File: config.mk
export PLATFORM = sky130hd
export DESIGN_NAME = pokey_bus_arbiter
export DESIGN_NICKNAME = d
export VERILOG_FILES = /design/src/rtl/pokey_bus_pkg.sv /design/src/rtl/pokey_bus_arbiter_rr.sv /design/src/rtl/pokey_bus_arbiter.sv
export SDC_FILE = /design/constraint.sdc
export NUM_CORES = 1
export LEC_CHECK = 0
export CORE_MARGIN = 10
export CORE_UTILIZATION = 40
export CTS_CLUSTER_DIAMETER = 60
export DETAILED_ROUTE_END_ITERATION = 10
export PLACE_DENSITY = 0.75
export SYNTH_ARGS = -nofsm -noshare
export SYNTH_HDL_FRONTEND = slang
export SYNTH_SLANG_ARGS = --single-unit
File: constraint.sdc
create_clock -name clk -period 1.5 [get_ports clk]
set_input_delay 0.15 -clock clk [delete_from_list [all_inputs] [get_ports clk]]
set_output_delay 0.15 -clock clk [all_outputs]
set_load 0.02 [all_outputs]
File: src/rtl/pokey_bus_pkg.sv
// Shared types and constants for the POKEY bus master: FSM states, rw encoding, register map.
// Pure declarations; no latency or backpressure of its own.
package pokey_bus_pkg;

  typedef enum logic [2:0] {
    ST_IDLE,
    ST_WAIT_PHI,
    ST_SETUP,
    ST_STROBE,
    ST_HOLD
  } state_t;

  localparam logic RW_READ  = 1'b1;
  localparam logic RW_WRITE = 1'b0;

  localparam logic [3:0] AUDF1  = 4'h0;
  localparam logic [3:0] AUDC1  = 4'h1;
  localparam logic [3:0] AUDF2  = 4'h2;
  localparam logic [3:0] AUDC2  = 4'h3;
  localparam logic [3:0] AUDF3  = 4'h4;
  localparam logic [3:0] AUDC3  = 4'h5;
  localparam logic [3:0] AUDF4  = 4'h6;
  localparam logic [3:0] AUDC4  = 4'h7;
  localparam logic [3:0] AUDCTL = 4'h8;
  localparam logic [3:0] STIMER = 4'h9;
  localparam logic [3:0] SKRES  = 4'hA;
  localparam logic [3:0] POTGO  = 4'hB;
  localparam logic [3:0] SEROUT = 4'hD;
  localparam logic [3:0] IRQEN  = 4'hE;
  localparam logic [3:0] SKCTL  = 4'hF;

  typedef struct packed {
    logic       rw;
    logic [3:0] addr;
    logic [7:0] wdata;
  } req_t;

endpackage

File: src/rtl/pokey_bus_arbiter_rr.sv
// Two-way round-robin arbiter: combinational one-hot grant, last_grant advances on handshake.
// Zero latency; a requester holding valid waits at most one foreign grant.
module rr_arbiter2
  import pokey_bus_pkg::*;
(
  input  logic       clk,
  input  logic       rst,
  input  logic [1:0] req,
  input  logic       advance,
  output logic [1:0] grant
);

  logic last_grant;

  always_comb begin
    grant = 2'b00;
    if (req[0] && (!req[1] || last_grant)) grant = 2'b01;
    else if (req[1])                       grant = 2'b10;
  end

  // Reset to 1 so port 0 is favoured on the first contested grant.
  always_ff @(posedge clk) begin
    if (rst)          last_grant <= 1'b1;
    else if (advance) last_grant <= grant[1];
  end

endmodule

File: src/rtl/pokey_bus_arbiter.sv
// Shares the POKEY register bus between two ports; sequences setup/strobe/hold after a phi2 pulse.
// Read data returns P+SETUP+STROBE+1 after phi2; ready only in IDLE, so ports stall for a whole access.
module pokey_bus_arbiter
  import pokey_bus_pkg::*;
#(
  parameter int SETUP_CYC  = 1,
  parameter int STROBE_CYC = 2,
  parameter int HOLD_CYC   = 1
) (
  input  logic       clk,
  input  logic       rst,
  input  logic       phi2_en,
  input  logic       req0_valid,
  output logic       req0_ready,
  input  logic       req0_rw,
  input  logic [3:0] req0_addr,
  input  logic [7:0] req0_wdata,
  input  logic       req1_valid,
  output logic       req1_ready,
  input  logic       req1_rw,
  input  logic [3:0] req1_addr,
  input  logic [7:0] req1_wdata,
  output logic       rsp_valid,
  output logic       rsp_id,
  output logic [7:0] rsp_rdata,
  output logic       pokey_en,
  output logic       pokey_rw,
  output logic [3:0] pokey_a,
  output logic [7:0] pokey_d_out,
  output logic       pokey_d_oe,
  input  logic [7:0] pokey_d_in,
  output logic       busy
);

  localparam logic [3:0] SETUP_LD  = 4'(SETUP_CYC - 1);
  localparam logic [3:0] STROBE_LD = 4'(STROBE_CYC - 1);
  localparam logic [3:0] HOLD_LD   = 4'(HOLD_CYC - 1);

  state_t     state;
  req_t       cur;
  req_t       sel;
  logic       cur_id;
  logic [3:0] cnt;
  logic [1:0] grant;
  logic       idle_ok;
  logic       hs;

  assign idle_ok    = (state == ST_IDLE) && !rst;
  assign req0_ready = idle_ok && grant[0];
  assign req1_ready = idle_ok && grant[1];
  assign hs         = req0_ready || req1_ready;
  assign busy       = (state != ST_IDLE);

  rr_arbiter2 u_arb (
    .clk     (clk),
    .rst     (rst),
    .req     ({req1_valid, req0_valid}),
    .advance (hs),
    .grant   (grant)
  );

  always_comb begin
    sel = grant[1] ? {req1_rw, req1_addr, req1_wdata}
                   : {req0_rw, req0_addr, req0_wdata};
  end

  always_ff @(posedge clk) begin
    if (rst) begin
      state       <= ST_IDLE;
      cur         <= '0;
      cur_id      <= 1'b0;
      cnt         <= 4'd0;
      pokey_en    <= 1'b0;
      pokey_rw    <= RW_READ;
      pokey_a     <= 4'd0;
      pokey_d_out <= 8'd0;
      pokey_d_oe  <= 1'b0;
      rsp_valid   <= 1'b0;
      rsp_id      <= 1'b0;
      rsp_rdata   <= 8'd0;
    end else begin
      rsp_valid <= 1'b0;
      case (state)
        ST_IDLE: begin
          if (hs) begin
            cur      <= sel;
            cur_id   <= grant[1];
            pokey_rw <= sel.rw;
            pokey_a  <= sel.addr;
            state    <= ST_WAIT_PHI;
          end
        end
        ST_WAIT_PHI: begin
          if (phi2_en) begin
            state       <= ST_SETUP;
            cnt         <= SETUP_LD;
            pokey_d_oe  <= (cur.rw == RW_WRITE);
            pokey_d_out <= cur.wdata;
          end
        end
        ST_SETUP: begin
          if (cnt == 4'd0) begin
            state    <= ST_STROBE;
            cnt      <= STROBE_LD;
            pokey_en <= 1'b1;
          end else begin
            cnt <= cnt - 4'd1;
          end
        end
        ST_STROBE: begin
          if (cnt == 4'd0) begin
            state    <= ST_HOLD;
            cnt      <= HOLD_LD;
            pokey_en <= 1'b0;
            // Read data is captured on the last strobe cycle and presented in the first hold cycle.
            if (cur.rw == RW_READ) begin
              rsp_valid <= 1'b1;
              rsp_id    <= cur_id;
              rsp_rdata <= pokey_d_in;
            end
          end else begin
            cnt <= cnt - 4'd1;
          end
        end
        ST_HOLD: begin
          if (cnt == 4'd0) begin
            state       <= ST_IDLE;
            pokey_rw    <= RW_READ;
            pokey_a     <= 4'd0;
            pokey_d_oe  <= 1'b0;
            pokey_d_out <= 8'd0;
          end else begin
            cnt <= cnt - 4'd1;
          end
        end
        default: state <= ST_IDLE;
      endcase
    end
  end

endmodule
==> results of run 1 <==
==> final cells by class <==
| type | instances | area [sq um] |
|---|---|---|
| Fill cell | 376 | 1558 |
| Multi-Input combinational cell | 134 | 1105 |
| Timing Repair Buffer | 102 | 997.2 |
| Sequential cell | 43 | 868.3 |
| Tap cell | 67 | 83.83 |
| Clock buffer | 6 | 72.57 |
| Inverter | 7 | 26.28 |
| Clock inverter | 2 | 12.51 |
==> power groups by stage <==
stage,logic [W],registers [W],clock network [W]
after floorplan,0.000356,0.00130,0
after global placement,0.000680,0.00127,0
after detailed placement,0.000692,0.00128,0
after CTS,0.000743,0.00125,0.000748
after global routing,0.000849,0.00126,0.000793
final,0.000789,0.00125,0.000724
==> state kept, by name, indices dropped and copies added (netlist names), 3 cells and up <==
signal       flops
cnt              4
cur              9
pokey_a          4
pokey_d_out      8
rsp_rdata        8
state            3
==> cell families (layout without fill, tap and decap cells) <==
family | after synthesis | in the layout | synth area share [%]
AOI/OAI and AO/OA | 46 | 46 | 19.50
xor gates and xnor gates | 2 | 2 | 0.9040
adders and majority gates | 1 | 1 | 0.6455
buffers and inverters | 20 | 117 | 5.100
DFF | 43 | 43 | 44.42
muxes | 22 | 22 | 11.62
and+or+nand+nor | 63 | 63 | 17.82
==> metrics by stage <==
| step | cells | setup WS, ns | TNS [ns] | hold WS (ns) |
|---|---|---|---|---|
| 2_1_floorplan | 197 | -0.02970 | -0.2778 | 0.2972 |
| 3_3_place_gp | 345 | -0.3054 | -5.549 | 0.4558 |
| 3_5_place_dp | 345 | -0.3070 | -6.147 | 0.4614 |
| 4_1_cts | 359 | -0.06036 | -0.4686 | 0.4621 |
| 5_1_grt | 361 | -0.1502 | -2.666 | 0.4755 |
| 6_report | 361 | -0.06833 | -0.6932 | 0.4578 |
==> layer usage <==
metal	wire length [microns]	vias up	GRT usage [%]
li1	-	901	-
met4	79	0	5.058
met3	447	7	5.686
met5	0	-	0
met1	2152	845	15.59
met2	2835	56	23.15
==> layout by cell type, fill, tap and decap left out, types with 3 or more instances in the layout <==
master	instances
a211oi_2	8
a21oi_1	6
a221oi_1	3
a22o_1	9
a22oi_1	3
a22oi_2	5
buf_4	27
buf_6	8
clkbuf_8	5
clkdlybuf4s50_1	63
dfxtp_1	39
dfxtp_2	3
inv_1	5
mux2_2	4
mux2i_1	15
mux2i_2	3
nand2_1	7
nor2_1	31
nor3_1	4
==> worst paths after layout <==
path,start,endpoint,slack (ns),cells past startpoint
worst min-delay path,state[2],state[1],0.46,1
worst max register to register,cnt[1],cnt[2],-0.07,6
worst max-delay path,cnt[1],cnt[2],-0.07,6
worst min register to register,state[2],state[1],0.46,1
==> repair_timing <==
item	4_1_cts	5_1_grt
cloned	1	0
setup buffers	5	3
endpoints found under the setup margin	32	37
pin swaps	4	9
hold endpoints to repair	0	0
gates resized for setup	32	15
==> results.sh, run 1 <==
export IMPL_nNetsFinal=333
export IMPL_place_gp_congestion=0.7556
export IMPL_cts_tree="done"
export IMPL_wl_per_cell_microns=15.28
export IMPL_final_cell_area_sq_mm=0.003166
export IMPL_port_buffers=66
export IMPL_first_iter_violations=104
export IMPL_max_cap_violations=0
export IMPL_place_area_sq_mm=0.002879
export IMPL_grt_overflow=0
export IMPL_die_w_microns=89.61
export IMPL_power_density_mw_per_mm2=873.0
export IMPL_row_count=25
export IMPL_worstSetupPathType="flip-flop to flip-flop"
export IMPL_drtAntennaViolNets=0
export IMPL_drc=0
export IMPL_antenna_cells=0
export IMPL_maxSlewViolCount=0
export IMPL_synth_common_cells="dfxtp_1, nor2_1, mux2i_1"
export IMPL_synthCells=197
export IMPL_grt_max_degree=38
export IMPL_cts_num_sinks=43
export IMPL_synthFlopType="dfxtp_1"
export IMPL_fmax_mhz=637.6
export IMPL_start_util_pct=41.03
export IMPL_async_flop_share_pct=0
export IMPL_crit_chain="inv_2 > ha_4 > or3b_4 > a2bb2oi_2 > or4_1 > a21oi_1"
export IMPL_drive_above_1_share_pct=30.61
export IMPL_wl_microns=5515
export IMPL_fin_ws_ns=-0.06833
export IMPL_fin_util_pct=67.02
export IMPL_path_delay_family="simple AND/OR/NAND/NOR gates"
export IMPL_vias_per_cell=5.011
export IMPL_track_usage_pct=13.90
export IMPL_switchingPower_w=0.0008001
export IMPL_worstSetupEndpointType="flip-flop"
export IMPL_antenna_found_initial=0
export IMPL_cts_buffers=5
export IMPL_yosys_area_top_type="dfxtp_1"
export IMPL_synth_cell_type_count=43
export IMPL_die_h_microns=89.61
export IMPL_dieArea_sq_mm=0.008029
export IMPL_dpl_hpwl_microns=3938
export IMPL_area_growth_pct=63.33
export IMPL_min_period_ns=1.568
export IMPL_synth_edf_count=0
export IMPL_start_kind="flip-flop"
export IMPL_synth_warnings=0
export IMPL_grt_pass1_wl_microns=8721
export IMPL_skew_ns=0.002193
export IMPL_critical_path_buf_inv_count=1
export IMPL_vias=1809
export IMPL_seq_area_frac_synth_pct=44.42
export IMPL_drtPass1Iterations=4
export IMPL_post_synth_top_count_cell="dfxtp_1"
export IMPL_maxSlewHeadroom_pct=62.51
export IMPL_violations="negative setup slack"
export IMPL_critPathMaxStageDelay_ns=0.47
export IMPL_clk_insertion_delay_late_ns=0.29
export IMPL_synth_top_cell_area_share_pct=44.42
export IMPL_vdd_drop_max_mv=0.5692
export IMPL_avgSynthCellArea_sq_um=9.838
export IMPL_clockBufferDepth=2
export IMPL_synth_seq_cells=43
export IMPL_core_area_sq_mm=0.004723
export IMPL_total_power_w=0.002764
export IMPL_htree_levels=2
export IMPL_critPathMaxFanout=5
export IMPL_cp_required_ns=1.73
export IMPL_crit_path_top_delay_cell="or4_1"
export IMPL_hold_viol_final=0
export IMPL_cp_arrival_ns=1.80
export IMPL_swShare_pct=28.95
export IMPL_p_int_w=0.001963
export IMPL_first_global_vias=1798
export IMPL_syn_area_sq_mm=0.001938
export IMPL_setup_viol=22
export IMPL_pwr_share_clk_pct=26.2
export IMPL_fin_crit_sh_pct=104.6
export IMPL_num_io_pins=67
export IMPL_leakage_nw=1.175
export IMPL_status="finished, violations left"
export IMPL_seqPwrFrac_pct=45.3
export IMPL_tightest_slew_ns=0.5581
export IMPL_synthTopCellsByArea="dfxtp_1, mux2i_1, nor2_1"
export IMPL_comb_power_share_pct=28.5
export IMPL_hold_buffers=0
export IMPL_synth_fp_nets=237
export IMPL_cts_clk_slew_worst_paths_ns=0.08
export IMPL_hold_class="flip-flop to flip-flop"
export IMPL_rsz0062_at_grt="yes"
export IMPL_cts_root_buffer="clkbuf_8"
No activity file was read; power rests on OpenSTA's default activity.
==> inputs of run 2 (changes only) <==
Settings changed: GPL_TIMING_DRIVEN set to 1, RECOVER_POWER set to 50, SLEW_MARGIN set to 20.
==> results.sh, run 2 (synthesis results as in run 1) <==
export IMPL_status="finished, violations left"
export IMPL_violations="negative setup slack"
export IMPL_fin_util_pct=66.86
export IMPL_first_global_vias=1798
export IMPL_maxSlewViolCount=0
export IMPL_power_density_mw_per_mm2=872.0
export IMPL_htree_levels=2
export IMPL_fmax_mhz=632.4
export IMPL_row_count=25
export IMPL_grt_max_degree=38
export IMPL_max_cap_violations=0
export IMPL_seqPwrFrac_pct=45.4
export IMPL_fin_crit_sh_pct=105.4
export IMPL_swShare_pct=28.81
export IMPL_r2r_start="cnt[1]"
export IMPL_cts_num_sinks=43
export IMPL_cts_tree="done"
export IMPL_track_usage_pct=13.90
export IMPL_vias=1795
export IMPL_critPathCapture="busy"
export IMPL_worstSetupPathType="flip-flop to output pin"
export IMPL_drc=0
export IMPL_worstRegToRegCells=6
export IMPL_p_int_w=0.001960
export IMPL_startpoint="state[0]"
export IMPL_hold_class="flip-flop to flip-flop"
export IMPL_tightest_slew_ns=0.5885
export IMPL_vias_per_cell=4.972
export IMPL_first_iter_violations=102
export IMPL_cts_clk_slew_worst_paths_ns=0.08
export IMPL_hold_worst_slack_ns=0.4576
export IMPL_final_common_cell="clkdlybuf4s50_1"
export IMPL_die_h_microns=89.61
export IMPL_cts_buffers=5
export IMPL_antenna_found_initial=0
export IMPL_layout_cells_non_filler=361
export IMPL_grt_overflow=0
export IMPL_n_fill_cell=377
export IMPL_min_period_ns=1.581
export IMPL_tns_ns=-0.7427
export IMPL_worstReg2RegEnd="cnt[2]"
export IMPL_grt_pass1_wl_microns=8721
export IMPL_fin_ws_ns=-0.08117
export IMPL_drive_above_1_share_pct=30.27
export IMPL_setup_viol=22
export IMPL_cp_arrival_ns=1.43
export IMPL_maxSlewHeadroom_pct=60.47
export IMPL_nNetsFinal=333
export IMPL_skew_ns=0.002328
export IMPL_hold_start="state[2]"
export IMPL_dieArea_sq_mm=0.008029
export IMPL_port_buffers=66
export IMPL_cts_root_buffer="clkbuf_8"
export IMPL_hold_viol_final=0
export IMPL_start_util_pct=41.03
export IMPL_rsz0062_at_grt="yes"
export IMPL_num_io_pins=67
export IMPL_pwr_share_clk_pct=26.1
export IMPL_drtPass1Iterations=4
export IMPL_area_growth_pct=62.94
export IMPL_top_regs="cur (9), pokey_d_out (8), rsp_rdata (8)"
export IMPL_antenna_cells=0
export IMPL_largest_reg_flops=9
export IMPL_reg2reg_slack_ns=-0.07
export IMPL_drtAntennaViolNets=0
export IMPL_core_area_sq_mm=0.004723
export IMPL_dpl_hpwl_microns=3938
export IMPL_hold_depth=1
export IMPL_start_kind="flip-flop"
export IMPL_comb_power_share_pct=28.5
export IMPL_cp_required_ns=1.35
export IMPL_die_w_microns=89.61
export IMPL_largest_register="cur"
export IMPL_leakage_nw=1.176
export IMPL_worstSetupEndpointType="output pin"
export IMPL_wl_per_cell_microns=15.31
export IMPL_place_gp_congestion=0.7556
export IMPL_clk_insertion_delay_late_ns=0.29
export IMPL_critPathMaxFanout=14
export IMPL_clockBufferDepth=2
export IMPL_wl_microns=5527
export IMPL_switchingPower_w=0.0007933
export IMPL_vdd_drop_max_mv=0.5667
export IMPL_post_place_cells=345
export IMPL_layout_cells_most_common_list="clkdlybuf4s50_1, dfxtp_1, nor2_1, buf_4, mux2i_1"
## run 2: final cells by class
type | count | area [sq um] | area share, %
tap | 67 | 83.83 | 2.655
sequential | 43 | 868.3 | 27.50
inverter | 7 | 26.28 | 0.8320
timing repair buffer | 102 | 994.7 | 31.50
clock inverter | 2 | 12.51 | 0.3962
clock buffer | 6 | 72.57 | 2.298
multi-input combinational | 134 | 1100 | 34.83
## run 2: how the worst min path moves through the flow
stage | to | slack, ns
6_report | state[1] | 0.46
5_1_grt | rsp_rdata[0] | 0.48
4_1_cts | state[1] | 0.46
3_5_place_dp | pokey_d_out[2] | 0.46
3_3_place_gp | pokey_d_out[5] | 0.46
2_1_floorplan | rsp_rdata[0] | 0.30
## run 2: routing by layer
| layer | global-route usage, % | part of all wire (%) |
|---|---|---|
| met4 | 5.058 | 1.5 |
| met2 | 23.15 | 52 |
| met5 | 0 | 0 |
| met1 | 15.59 | 39 |
| met3 | 5.686 | 8.4 |
## run 2: worst max-delay path, stage by stage, from the launching register on
cell and delay [ns]:
dfxtp_1 0.33, buf_6 0.15, nor3_1 0.28, inv_1 0.10
clkdlybuf4s15_2 0.27
## run 2: power by group through the flow
stage / clock network [W] / logic [W] / registers (W)
2_1_floorplan: 0 / 0.000356 / 0.00130
3_3_place_gp: 0 / 0.000680 / 0.00127
3_5_place_dp: 0 / 0.000692 / 0.00128
4_1_cts: 0.000748 / 0.000743 / 0.00125
5_1_grt: 0.000793 / 0.000844 / 0.00126
6_report: 0.000719 / 0.000784 / 0.00125
## run 2: what timing repair did
item / in CTS / in global routing
buffers inserted: 5 / 3
setup endpoints to repair: 32 / 37
pin swaps: 4 / 9
gates resized for setup: 32 / 15
hold buffers: 0 / 0
cloned: 1 / 0
## run 2: through the flow
step	setup slack [ns]	cell area, sq um	total power [W]
after global routing	-0.1502	3158	0.002898
after floorplan	-0.02970	1988	0.001659
after detailed placement	-0.3070	2879	0.001967
after CTS	-0.06036	3088	0.002741
after global placement	-0.3054	2879	0.001953
final	-0.08117	3158	0.002754
==> inputs of run 3 (changes only) <==
--- a/constraint.sdc
+++ b/constraint.sdc
@@ -3,2 +3,2 @@
 set_output_delay 0.15 -clock clk [all_outputs]
-set_load 0.02 [all_outputs]
+set_load 0.05 [all_outputs]
==> results.sh, run 3 (synthesis results as in run 1) <==
export IMPL_worstRegToRegCells=6
export IMPL_maxSlewViolCount=0
export IMPL_tns_ns=-1.230
export IMPL_leakage_nw=1.257
export IMPL_final_cell_area_sq_mm=0.003204
export IMPL_place_gp_congestion=0.8098
export IMPL_track_usage_pct=13.70
export IMPL_drtPass1Iterations=4
export IMPL_skew_ns=0.009237
export IMPL_maxSlewHeadroom_pct=58.87
export IMPL_crit_path_top_delay_cell="dfxtp_2"
export IMPL_critical_path_buf_inv_count=3
export IMPL_cts_buffers=5
export IMPL_fmax_mhz=607.3
export IMPL_grt_overflow=0
export IMPL_largest_reg_flops=9
export IMPL_hold_depth=3
export IMPL_htree_levels=2
export IMPL_place_area_sq_mm=0.002898
export IMPL_drive_above_1_share_pct=35.83
export IMPL_cts_clk_slew_worst_paths_ns=0.08
export IMPL_max_cap_violations=0
export IMPL_cp_required_ns=1.35
export IMPL_path_delay_family="simple AND/OR/NAND/NOR gates"
export IMPL_hold_class="input pin to flip-flop"
export IMPL_min_to="pokey_en"
export IMPL_fin_ws_ns=-0.1467
export IMPL_r2r_start="cnt[0]"
export IMPL_route_met2_wl_microns=2838
export IMPL_top_regs="cur (9), pokey_d_out (8), rsp_rdata (8)"
export IMPL_layout_cells_non_filler=374
export IMPL_clk_insertion_delay_late_ns=0.30
export IMPL_worstReg2RegEnd="cnt[2]"
export IMPL_clockBufferDepth=2
export IMPL_worstSetupPathType="flip-flop to output pin"
export IMPL_hold_buffers=0
export IMPL_hold_start="rst"
export IMPL_wl_met3_microns=325
export IMPL_row_count=25
export IMPL_dieArea_sq_mm=0.008029
export IMPL_antenna_found_initial=0
export IMPL_core_area_sq_mm=0.004723
export IMPL_grt_pass1_wl_microns=8769
export IMPL_layout_cells_most_common_list="buf_4, dfxtp_1, clkdlybuf4s50_1, nor2_1, mux2i_1"
export IMPL_final_common_cell="buf_4"
export IMPL_largest_register="cur"
export IMPL_rsz0062_at_grt="yes"
export IMPL_n_fill_cell=362
export IMPL_nNetsFinal=346
export IMPL_dpl_hpwl_microns=3960
export IMPL_vias_per_cell=4.955
export IMPL_port_buffers=66
export IMPL_antenna_cells=0
export IMPL_start_kind="flip-flop"
export IMPL_status="finished, violations left"
export IMPL_hold_viol_final=0
export IMPL_first_global_vias=1857
export IMPL_die_h_microns=89.61
export IMPL_cts_root_buffer="clkbuf_8"
export IMPL_cts_num_sinks=43
export IMPL_drtAntennaViolNets=0
export IMPL_num_io_pins=67
export IMPL_start_util_pct=41.03
export IMPL_post_place_cells=351
export IMPL_cp_arrival_ns=1.50
export IMPL_critPathMaxStageDelay_ns=0.35
export IMPL_fin_crit_sh_pct=109.8
export IMPL_wl_microns=5665
export IMPL_setup_viol=31
export IMPL_drc=0
export IMPL_die_w_microns=89.61
export IMPL_min_period_ns=1.647
export IMPL_total_power_w=0.002927
export IMPL_violations="negative setup slack"
export IMPL_met1Wirelength_microns=2422
export IMPL_wl_per_cell_microns=15.15
export IMPL_reg2reg_slack_ns=-0.07
export IMPL_power_density_mw_per_mm2=913.4
export IMPL_maxUsedRoutingLayer="met4"
export IMPL_vias=1853
export IMPL_cts_tree="done"
export IMPL_tightest_slew_ns=0.6196
export IMPL_crit_chain="nor4_4 > buf_4 > buf_6 > and3_4 > buf_12"
export IMPL_grt_max_degree=29
export IMPL_area_growth_pct=65.33
export IMPL_critPathMaxFanout=3
export IMPL_worstSetupEndpointType="output pin"
export IMPL_first_iter_violations=99
export IMPL_vdd_drop_max_mv=0.4942
## run 3: final cells by class
cell class / instances / area [sq um] / area share (%)
Clock buffer: 6 / 72.57 / 2.265
Clock inverter: 2 / 12.51 / 0.3905
Inverter: 7 / 26.28 / 0.8200
Multi-Input combinational cell: 135 / 1105 / 34.48
Sequential cell: 43 / 872.1 / 27.22
Tap cell: 67 / 83.83 / 2.616
Timing Repair Buffer: 114 / 1032 / 32.21
## run 3: report_power, final
group / total (W) / internal, W / leakage, nW / switching (W)
sequential: 0.00126 / 0.00121 / 0.353 / 0.0000479
clock: 0.000715 / 0.000325 / 0.0412 / 0.000389
combinational: 0.000954 / 0.000501 / 0.863 / 0.000453
total: 0.00293 / 0.00204 / 1.26 / 0.000890
## run 3: worst max path at each step
stage | cells past startpoint | end | slack (ns) | startpoint
finish | 5 | req0_ready | -0.15 | state[2]
floorplan | 7 | cnt[2] | -0.05 | cnt[0]
CTS | 5 | req0_ready | -0.11 | state[2]
global placement | 4 | pokey_d_out[5] | -0.17 | rst
detailed placement | 6 | cur[2] | -0.17 | req1_valid
global route | 5 | req0_ready | -0.18 | state[2]
## run 3: timing repair
action                                  CTS  global route
gates cloned                              2             1
endpoints found under the setup margin   33            39
setup buffers                             8             6
pin swaps                                 8             4
resized for setup                        17            17
## run 3: routing by layer
| metal | global-route usage [%] | up-vias |
|---|---|---|
| li1 | - | 928 |
| met1 | 16.68 | 872 |
| met2 | 22.56 | 47 |
| met3 | 3.791 | 6 |
| met4 | 4.913 | 0 |
| met5 | 0 | - |
## run 3: through the flow
stage | worst slack, ns | hold slack, ns | utilization (%)
2_1_floorplan | -0.04794 | 0.2972 | -
3_3_place_gp | -0.1703 | 0.4584 | 61.35
3_5_place_dp | -0.1696 | 0.4624 | 61.35
4_1_cts | -0.1142 | 0.4605 | 66.15
5_1_grt | -0.1844 | 0.4420 | 67.84
6_report | -0.1467 | 0.4162 | 67.84
## run 3: worst register-to-register path: cells and delay by family, from the launching register on
family,cells,cell delay (ns)
compound gates,2,0.20
buf+inv,1,0.05
flops,1,0.34
simple gates,2,0.76
fa+ha+maj,1,0.16
